### config.mk
export PLATFORM = sky130hd
export DESIGN_NAME = mem_arbiter_flat
export DESIGN_NICKNAME = d
export VERILOG_FILES = /design/src/rtl/mem_arbiter_if.sv /design/src/rtl/mem_arbiter.sv /design/src/flat_wrapper.sv
export SDC_FILE = /design/constraint.sdc
export NUM_CORES = 1
export LEC_CHECK = 0
export ABC_AREA = 0
export BUFFER_PORTS_ARGS = -buffer_cell sky130_fd_sc_hd__buf_2
export CELL_PAD_IN_SITES_DETAIL_PLACEMENT = 1
export CELL_PAD_IN_SITES_GLOBAL_PLACEMENT = 2
export CORE_AREA = 2 2 340 342
export CTS_CLUSTER_DIAMETER = 30
export DETAILED_ROUTE_END_ITERATION = 16
export DIE_AREA = 0 0 342 344
export PLACE_DENSITY_LB_ADDON = 0.05
export SLEW_MARGIN = 10
export SYNTH_ARGS = -nofsm -noshare
export SYNTH_HDL_FRONTEND = slang
export SYNTH_SLANG_ARGS = --single-unit
### constraint.sdc
create_clock -name clk -period 1.7 [get_ports clk]
set_clock_uncertainty 0.1 [all_clocks]
set_input_delay 0.255 -clock clk [delete_from_list [all_inputs] [get_ports clk]]
set_output_delay 0.255 -clock clk [all_outputs]
set_load 0.02 [all_outputs]
### src/rtl/mem_arbiter_if.sv
// Bundle of the two cache client ports and the memory port served by mem_arbiter.
// Handshake: cN_req is held by the client until cN_done; cN_accept/cN_done are one-cycle pulses; mem_is_input_valid holds until mem_ready.
interface mem_arbiter_if #(
    parameter int LINE_SIZE = 16,
    parameter int ADDR_W    = 32
);
    localparam int DW = LINE_SIZE * 8;

    logic              c0_req;
    logic              c0_write;
    logic [ADDR_W-1:0] c0_addr;
    logic [DW-1:0]     c0_din;
    logic              c0_accept;
    logic              c0_done;
    logic [DW-1:0]     c0_dout;

    logic              c1_req;
    logic              c1_write;
    logic [ADDR_W-1:0] c1_addr;
    logic [DW-1:0]     c1_din;
    logic              c1_accept;
    logic              c1_done;
    logic [DW-1:0]     c1_dout;

    logic              mem_is_input_valid;
    logic              mem_read;
    logic              mem_write;
    logic [ADDR_W-1:0] mem_addr;
    logic [DW-1:0]     mem_din;
    logic              mem_ready;
    logic              mem_is_output_valid;
    logic [DW-1:0]     mem_dout;

    logic [1:0]        arb_state;

    modport slave (
        input  c0_req, c0_write, c0_addr, c0_din,
        input  c1_req, c1_write, c1_addr, c1_din,
        input  mem_ready, mem_is_output_valid, mem_dout,
        output c0_accept, c0_done, c0_dout,
        output c1_accept, c1_done, c1_dout,
        output mem_is_input_valid, mem_read, mem_write, mem_addr, mem_din,
        output arb_state
    );

    modport master (
        output c0_req, c0_write, c0_addr, c0_din,
        output c1_req, c1_write, c1_addr, c1_din,
        output mem_ready, mem_is_output_valid, mem_dout,
        input  c0_accept, c0_done, c0_dout,
        input  c1_accept, c1_done, c1_dout,
        input  mem_is_input_valid, mem_read, mem_write, mem_addr, mem_din,
        input  arb_state
    );
endinterface

### src/rtl/mem_arbiter.sv
// Two-client (icache/dcache) block memory arbiter, one transaction in flight.
// Define ARB_FIXED_PRIO_EN for fixed priority (dcache wins ties) instead of round-robin.
module mem_arbiter #(
    parameter int LINE_SIZE = 16,
    parameter int ADDR_W    = 32
) (
    input  logic          clk,
    input  logic          reset,
    mem_arbiter_if.slave  bus
);
    localparam int DW = LINE_SIZE * 8;

    typedef enum logic [1:0] {
        IDLE    = 2'd0,
        ISSUE   = 2'd1,
        WAIT_RD = 2'd2,
        WAIT_WR = 2'd3
    } state_t;

    state_t            state, state_nxt;
    logic              lat_write;
    logic [ADDR_W-1:0] lat_addr;
    logic [DW-1:0]     lat_din;
    logic              owner;
    logic [DW-1:0]     c0_dout_q, c1_dout_q;
    logic              c0_accept_q, c1_accept_q;
    logic              c0_done_q, c1_done_q;
    logic              take, winner, finish, capture;
    logic              tie_winner;

`ifdef ARB_FIXED_PRIO_EN
    assign tie_winner = 1'b1;
`else
    // last_grant holds the previous winner; the other client is preferred on a tie
    logic last_grant;
    always_ff @(posedge clk or negedge reset) begin
        if (!reset)    last_grant <= 1'b1;
        else if (take) last_grant <= winner;
    end
    assign tie_winner = ~last_grant;
`endif

    always_ff @(posedge clk or negedge reset) begin
        if (!reset) state <= IDLE;
        else        state <= state_nxt;
    end

    // The done cycle is spent in IDLE without arbitrating, so a client still
    // holding req while it sees done is not granted twice.
    always_comb begin
        state_nxt = state;
        take      = 1'b0;
        winner    = 1'b0;
        finish    = 1'b0;
        capture   = 1'b0;
        unique case (state)
            IDLE: begin
                if (!c0_done_q && !c1_done_q && (bus.c0_req || bus.c1_req)) begin
                    take      = 1'b1;
                    winner    = (bus.c0_req && bus.c1_req) ? tie_winner : bus.c1_req;
                    state_nxt = ISSUE;
                end
            end
            ISSUE: begin
                if (bus.mem_ready) state_nxt = lat_write ? WAIT_WR : WAIT_RD;
            end
            WAIT_RD: begin
                if (bus.mem_is_output_valid) begin
                    finish    = 1'b1;
                    capture   = 1'b1;
                    state_nxt = IDLE;
                end
            end
            WAIT_WR: begin
                if (bus.mem_ready) begin
                    finish    = 1'b1;
                    state_nxt = IDLE;
                end
            end
            default: state_nxt = IDLE;
        endcase
    end

    always_ff @(posedge clk or negedge reset) begin
        if (!reset) begin
            lat_write   <= 1'b0;
            lat_addr    <= '0;
            lat_din     <= '0;
            owner       <= 1'b0;
            c0_dout_q   <= '0;
            c1_dout_q   <= '0;
            c0_accept_q <= 1'b0;
            c1_accept_q <= 1'b0;
            c0_done_q   <= 1'b0;
            c1_done_q   <= 1'b0;
        end else begin
            c0_accept_q <= take && !winner;
            c1_accept_q <= take && winner;
            c0_done_q   <= finish && !owner;
            c1_done_q   <= finish && owner;
            if (take) begin
                owner     <= winner;
                lat_write <= winner ? bus.c1_write : bus.c0_write;
                lat_addr  <= winner ? bus.c1_addr  : bus.c0_addr;
                lat_din   <= winner ? bus.c1_din   : bus.c0_din;
            end
            if (capture && !owner) c0_dout_q <= bus.mem_dout;
            if (capture && owner)  c1_dout_q <= bus.mem_dout;
        end
    end

    assign bus.c0_accept          = c0_accept_q;
    assign bus.c1_accept          = c1_accept_q;
    assign bus.c0_done            = c0_done_q;
    assign bus.c1_done            = c1_done_q;
    assign bus.c0_dout            = c0_dout_q;
    assign bus.c1_dout            = c1_dout_q;
    assign bus.mem_is_input_valid = (state == ISSUE);
    assign bus.mem_read           = (state == ISSUE) && !lat_write;
    assign bus.mem_write          = (state == ISSUE) && lat_write;
    assign bus.mem_addr           = lat_addr;
    assign bus.mem_din            = lat_din;
    assign bus.arb_state          = state;
endmodule

### src/flat_wrapper.sv
// flat-port wrapper written by rule: the top's interface ports become plain ports
module mem_arbiter_flat 
#(
    parameter int LINE_SIZE = 16,
    parameter int ADDR_W    = 32
)
  (clk, reset, bus_c0_req, bus_c0_write, bus_c0_addr, bus_c0_din, bus_c1_req, bus_c1_write, bus_c1_addr, bus_c1_din, bus_mem_ready, bus_mem_is_output_valid, bus_mem_dout, bus_c0_accept, bus_c0_done, bus_c0_dout, bus_c1_accept, bus_c1_done, bus_c1_dout, bus_mem_is_input_valid, bus_mem_read, bus_mem_write, bus_mem_addr, bus_mem_din, bus_arb_state);
  mem_arbiter_if #(.LINE_SIZE(LINE_SIZE), .ADDR_W(ADDR_W)) bus_i ();
  input  logic clk;
  input  logic reset;
  input wire logic [$bits(bus_i.c0_req)-1:0] bus_c0_req;
  input wire logic [$bits(bus_i.c0_write)-1:0] bus_c0_write;
  input wire logic [$bits(bus_i.c0_addr)-1:0] bus_c0_addr;
  input wire logic [$bits(bus_i.c0_din)-1:0] bus_c0_din;
  input wire logic [$bits(bus_i.c1_req)-1:0] bus_c1_req;
  input wire logic [$bits(bus_i.c1_write)-1:0] bus_c1_write;
  input wire logic [$bits(bus_i.c1_addr)-1:0] bus_c1_addr;
  input wire logic [$bits(bus_i.c1_din)-1:0] bus_c1_din;
  input wire logic [$bits(bus_i.mem_ready)-1:0] bus_mem_ready;
  input wire logic [$bits(bus_i.mem_is_output_valid)-1:0] bus_mem_is_output_valid;
  input wire logic [$bits(bus_i.mem_dout)-1:0] bus_mem_dout;
  output wire logic [$bits(bus_i.c0_accept)-1:0] bus_c0_accept;
  output wire logic [$bits(bus_i.c0_done)-1:0] bus_c0_done;
  output wire logic [$bits(bus_i.c0_dout)-1:0] bus_c0_dout;
  output wire logic [$bits(bus_i.c1_accept)-1:0] bus_c1_accept;
  output wire logic [$bits(bus_i.c1_done)-1:0] bus_c1_done;
  output wire logic [$bits(bus_i.c1_dout)-1:0] bus_c1_dout;
  output wire logic [$bits(bus_i.mem_is_input_valid)-1:0] bus_mem_is_input_valid;
  output wire logic [$bits(bus_i.mem_read)-1:0] bus_mem_read;
  output wire logic [$bits(bus_i.mem_write)-1:0] bus_mem_write;
  output wire logic [$bits(bus_i.mem_addr)-1:0] bus_mem_addr;
  output wire logic [$bits(bus_i.mem_din)-1:0] bus_mem_din;
  output wire logic [$bits(bus_i.arb_state)-1:0] bus_arb_state;
  assign bus_i.c0_req = bus_c0_req;
  assign bus_i.c0_write = bus_c0_write;
  assign bus_i.c0_addr = bus_c0_addr;
  assign bus_i.c0_din = bus_c0_din;
  assign bus_i.c1_req = bus_c1_req;
  assign bus_i.c1_write = bus_c1_write;
  assign bus_i.c1_addr = bus_c1_addr;
  assign bus_i.c1_din = bus_c1_din;
  assign bus_i.mem_ready = bus_mem_ready;
  assign bus_i.mem_is_output_valid = bus_mem_is_output_valid;
  assign bus_i.mem_dout = bus_mem_dout;
  assign bus_c0_accept = bus_i.c0_accept;
  assign bus_c0_done = bus_i.c0_done;
  assign bus_c0_dout = bus_i.c0_dout;
  assign bus_c1_accept = bus_i.c1_accept;
  assign bus_c1_done = bus_i.c1_done;
  assign bus_c1_dout = bus_i.c1_dout;
  assign bus_mem_is_input_valid = bus_i.mem_is_input_valid;
  assign bus_mem_read = bus_i.mem_read;
  assign bus_mem_write = bus_i.mem_write;
  assign bus_mem_addr = bus_i.mem_addr;
  assign bus_mem_din = bus_i.mem_din;
  assign bus_arb_state = bus_i.arb_state;
  mem_arbiter #(.LINE_SIZE(LINE_SIZE), .ADDR_W(ADDR_W)) u_core (.clk(clk), .reset(reset), .bus(bus_i));
endmodule
==> summary.log <==
qor: worst_setup_path.path_delay_family buffers and inverters
qor: timing.report.final.setup_viol 425
qor: cells_and_area.drive_above_1_share 66.4%
qor: synthesis.post_synthesis_register_bit_count 425
qor: synthesis.synth_seq_area_share 59.4%
qor: flow_run.number_of_max_cap_violations 0
qor: route.routed_wirelength 95,800 µm
qor: placed_design.quantity_of_i_o_buffers_inserted_on_ports 880
qor: synthesis.syn_nets 1,547
qor: floorplanning.boundaryPins 881
qor: worst_setup_path.cp_cell_sequence buf_4 -> nor2_2 -> nor4b_4 -> buf_4 -> buf_12 -> buf_12 -> bufbuf_16 -> mux2_2
qor: timing.grt_setup_unrepaired yes
qor: cts.ctsRootBufferMaster clkbuf_16
qor: cts.numCtsBuffers 154
qor: worst_setup_path.timing.critical_path.required 2.19 ns
qor: global_route.grt_pass1_vias 18,800
qor: timing.setup_ws -0.381 ns
qor: global_route.grtUsageTotal 16.0%
qor: cts.clock_path_buffers 3
qor: synthesis.ys_top_cells_by_area dfrtp_1 (59%), mux2_2 (33%), mux2_4 (3.2%)
qor: power.static-leakage-power 17.3 nW
qor: status.failing_checks setup timing
qor: synthesis.synthesis.area 17,900 µm²
qor: route.detailroute.via_count 15,800
qor: status.run_status finished with violations
qor: timing.timing.fmax 0.481 GHz
qor: placed_design.dp_slack -0.372 ns
qor: synthesis.ys_warn_count 0
qor: worst_setup_path.critical_path_buf_inv_count 5
qor: timing.timing.final.max_slew_violations 0
qor: cells_and_area.final_core_util 32.2%
qor: placed_design.detailed_place_hpwl 69,000 µm
qor: timing.hold_ws 0.117 ns
qor: cts.clk_transition_reported_paths 0.04 ns
qor: cts.cts_sinks 425
qor: global_route.global_route_wire_length_before_repair 135,000 µm
qor: cts.cts_tree built
qor: floorplanning.start_util 15.7%
qor: timing.post-route-min-period 2.08 ns
qor: cells_and_area.non_filler_instance_count_after_layout 4,328
qor: floorplanning.die_height 344 µm
qor: synthesis.postSynthAreaPerCell 16.4 µm²
qor: floorplanning.core_area 114,000 µm²
qor: cts.insertion_delay 0.71 ns
qor: synthesis.asyncSetResetFlopFracSynth 100%
qor: global_route.grt_start_max_net_pins 67
qor: synthesis.yosysUniqueCellTypes 22
qor: route.via_density_per_instance 3.64
qor: route.detail_route.wl_per_cell 22.1 µm
qor: cells_and_area.nets 3,128
qor: worst_setup_path.cpPeakStageDelay 0.40 ns
qor: route.drcViolationCount 0
qor: global_route.overflow 0
qor: cells_and_area.final_cell_mix buf_2 (873), dlygate4sd3_1 (454), dfrtp_1 (423), mux2_2 (408), mux2_4 (166)
qor: worst_setup_path.timing.critical_path.from_type flip-flop
qor: timing.min_period_over_period 122%
qor: route.ant_nets 0
qor: cells_and_area.fillers 12,300
qor: worst_setup_path.cp.arrival 2.57 ns
qor: timing.relSlewSlack 47.7%
qor: cells_and_area.areaGrowthSynthToFinish 104%
qor: placed_design.cells_after_dpl 3,509
qor: worst_hold_path.min_path_type input port to flip-flop
qor: floorplanning.dieArea 118,000 µm²
qor: power.ir_worst_vdd 0.936 mV
qor: synthesis.synth_top_area_share 59.2%
qor: worst_setup_path.worst-r2r-setup-slack -0.38 ns
qor: route.detail_route.first_pass.iterations 4
qor: cts.cts-htree-levels 4
qor: timing.finalHoldViolCount 0
qor: synthesis.post-synth-top-area-cell dfrtp_1
qor: worst_setup_path.cpMaxStageDelayCell dfrtp_2
qor: placed_design.final_weighted_congestion_in_routability_driven_placement 0.759
qor: floorplanning.placement_rows 124
qor: worst_setup_path.critical_path.max_fanout 5
qor: synthesis.synth_cells 1,091
qor: power.p_total 77.0 mW
qor: cells_and_area.layout.cells.most_common buf_2
qor: synthesis.main_synth_ff_type dfrtp_1
qor: timing.worst_slew_pin_slew 0.781 ns
qor: global_route.antenna_violations_before_repair 15
qor: worst_setup_path.cp-end-kind flip-flop
qor: synthesis.number_of_enable_flip_flop_cells_after_synthesis 0
qor: power.power_density 2100 nW/µm²
qor: worst_setup_path.critPathKind flip-flop to flip-flop
qor: floorplanning.die-width 342 µm
qor: route.drt_iter0_drc 281
==> through the flow <==
step	area (µm²)	TNS, ns
finish	36600	-89.48
floorplan	18400	-21.34
detailed placement	25300	-71.21
global route	36600	-131.63
global placement	25300	-70.96
CTS	36500	-105.59
==> report_power, final <==
| part | switching, mW | leakage (nW) | internal, mW |
|---|---|---|---|
| Clock | 8.07 | 2.52 | 18.7 |
| Combinational | 16.6 | 9.66 | 15.5 |
| Sequential | 2.72 | 5.07 | 15.4 |
==> final cells by class <==
cell class	count	area [µm²]	area share [%]
clock inverter	51	542	1.48
sequential	425	10600	29.0
tap	1512	1890	5.16
inverter	1	3.75	0.0102
multi-input combinational	600	7330	20.0
antenna	15	37.5	0.102
timing repair buffer	1490	11600	31.8
clock buffer	234	4560	12.4
==> cell usage after synthesis (all sizes together), types with 3 or more instances <==
library cell / instances
and2: 3
buf: 65
mux2: 580
dfrtp: 424
nor2b: 3
nor2: 4
==> flip-flops by register name, summed over array words and instances (netlist names) <==
register,flops
u_core.lat_write,1
u_core.last_grant,1
u_core.bus.c0_done,1
u_core.bus.c0_dout,128
u_core.bus.mem_din,128
u_core.bus.mem_addr,32
u_core.bus.c1_done,1
u_core.bus.c1_accept,1
u_core.owner,1
u_core.bus.c1_dout,128
u_core.bus.arb_state,2
u_core.bus.c0_accept,1
==> worst register-to-register path, stage by stage, from the launching register on <==
cell and delay, ns:
dfrtp_2 0.40, buf_4 0.15, nor2_2 0.08, nor4b_4 0.21
buf_4 0.19, buf_12 0.14, buf_12 0.13, bufbuf_16 0.26
mux2_2 0.32
==> worst paths after layout <==
check	startpoint	end	depth (start not counted)
max in group asynchronous	reset	u_core.bus.c0_dout[65]	3
setup / recovery	u_core.bus.arb_state[0]	u_core.bus.mem_din[5]	8
min in group asynchronous	reset	u_core.bus.mem_addr[4]	3
hold reg to reg	u_core.bus.mem_din[73]	u_core.bus.mem_din[73]	1
setup reg to reg	u_core.bus.arb_state[0]	u_core.bus.mem_din[5]	8
hold / removal	bus_c0_req	u_core.bus.c0_accept	5
==> per-layer routing <==
| metal | wire length [µm] | global-route usage [%] | part of all wire [%] | up-vias |
|---|---|---|---|---|
| met3 | 9510 | 7.53 | 9.9 | 163 |
| met1 | 33600 | 16.0 | 35 | 7741 |
| met2 | 49600 | 28.6 | 52 | 670 |
| met5 | 27 | 0 | 0.028 | - |
| li1 | - | - | - | 7181 |
| met4 | 3130 | 6.49 | 3.3 | 4 |
==> cells by family (layout without fill, tap and decap cells) <==
kind of cell           Yosys count  in the layout  share of synthesized area (%)
multiplexers                   580            580                           37.2
flip-flops                     425            425                           59.4
buffers and inverters           66           1776                           2.58
AND/OR/NAND/NOR                 15             15                          0.600
AO/OA/AOI/OAI                    5              5                          0.216
other                            0             15                              0
==> repair_timing <==
item | in CTS | in global routing
endpoints found under the hold margin | 846 | 0
gates cloned | 28 | 2
buffers inserted | 33 | 7
hold buffers | 454 | 0
endpoints found under the setup margin | 509 | 520
pin swaps | 2 | 0
gates resized for setup | 97 | 20
No activity file was read; power rests on OpenSTA's default activity.
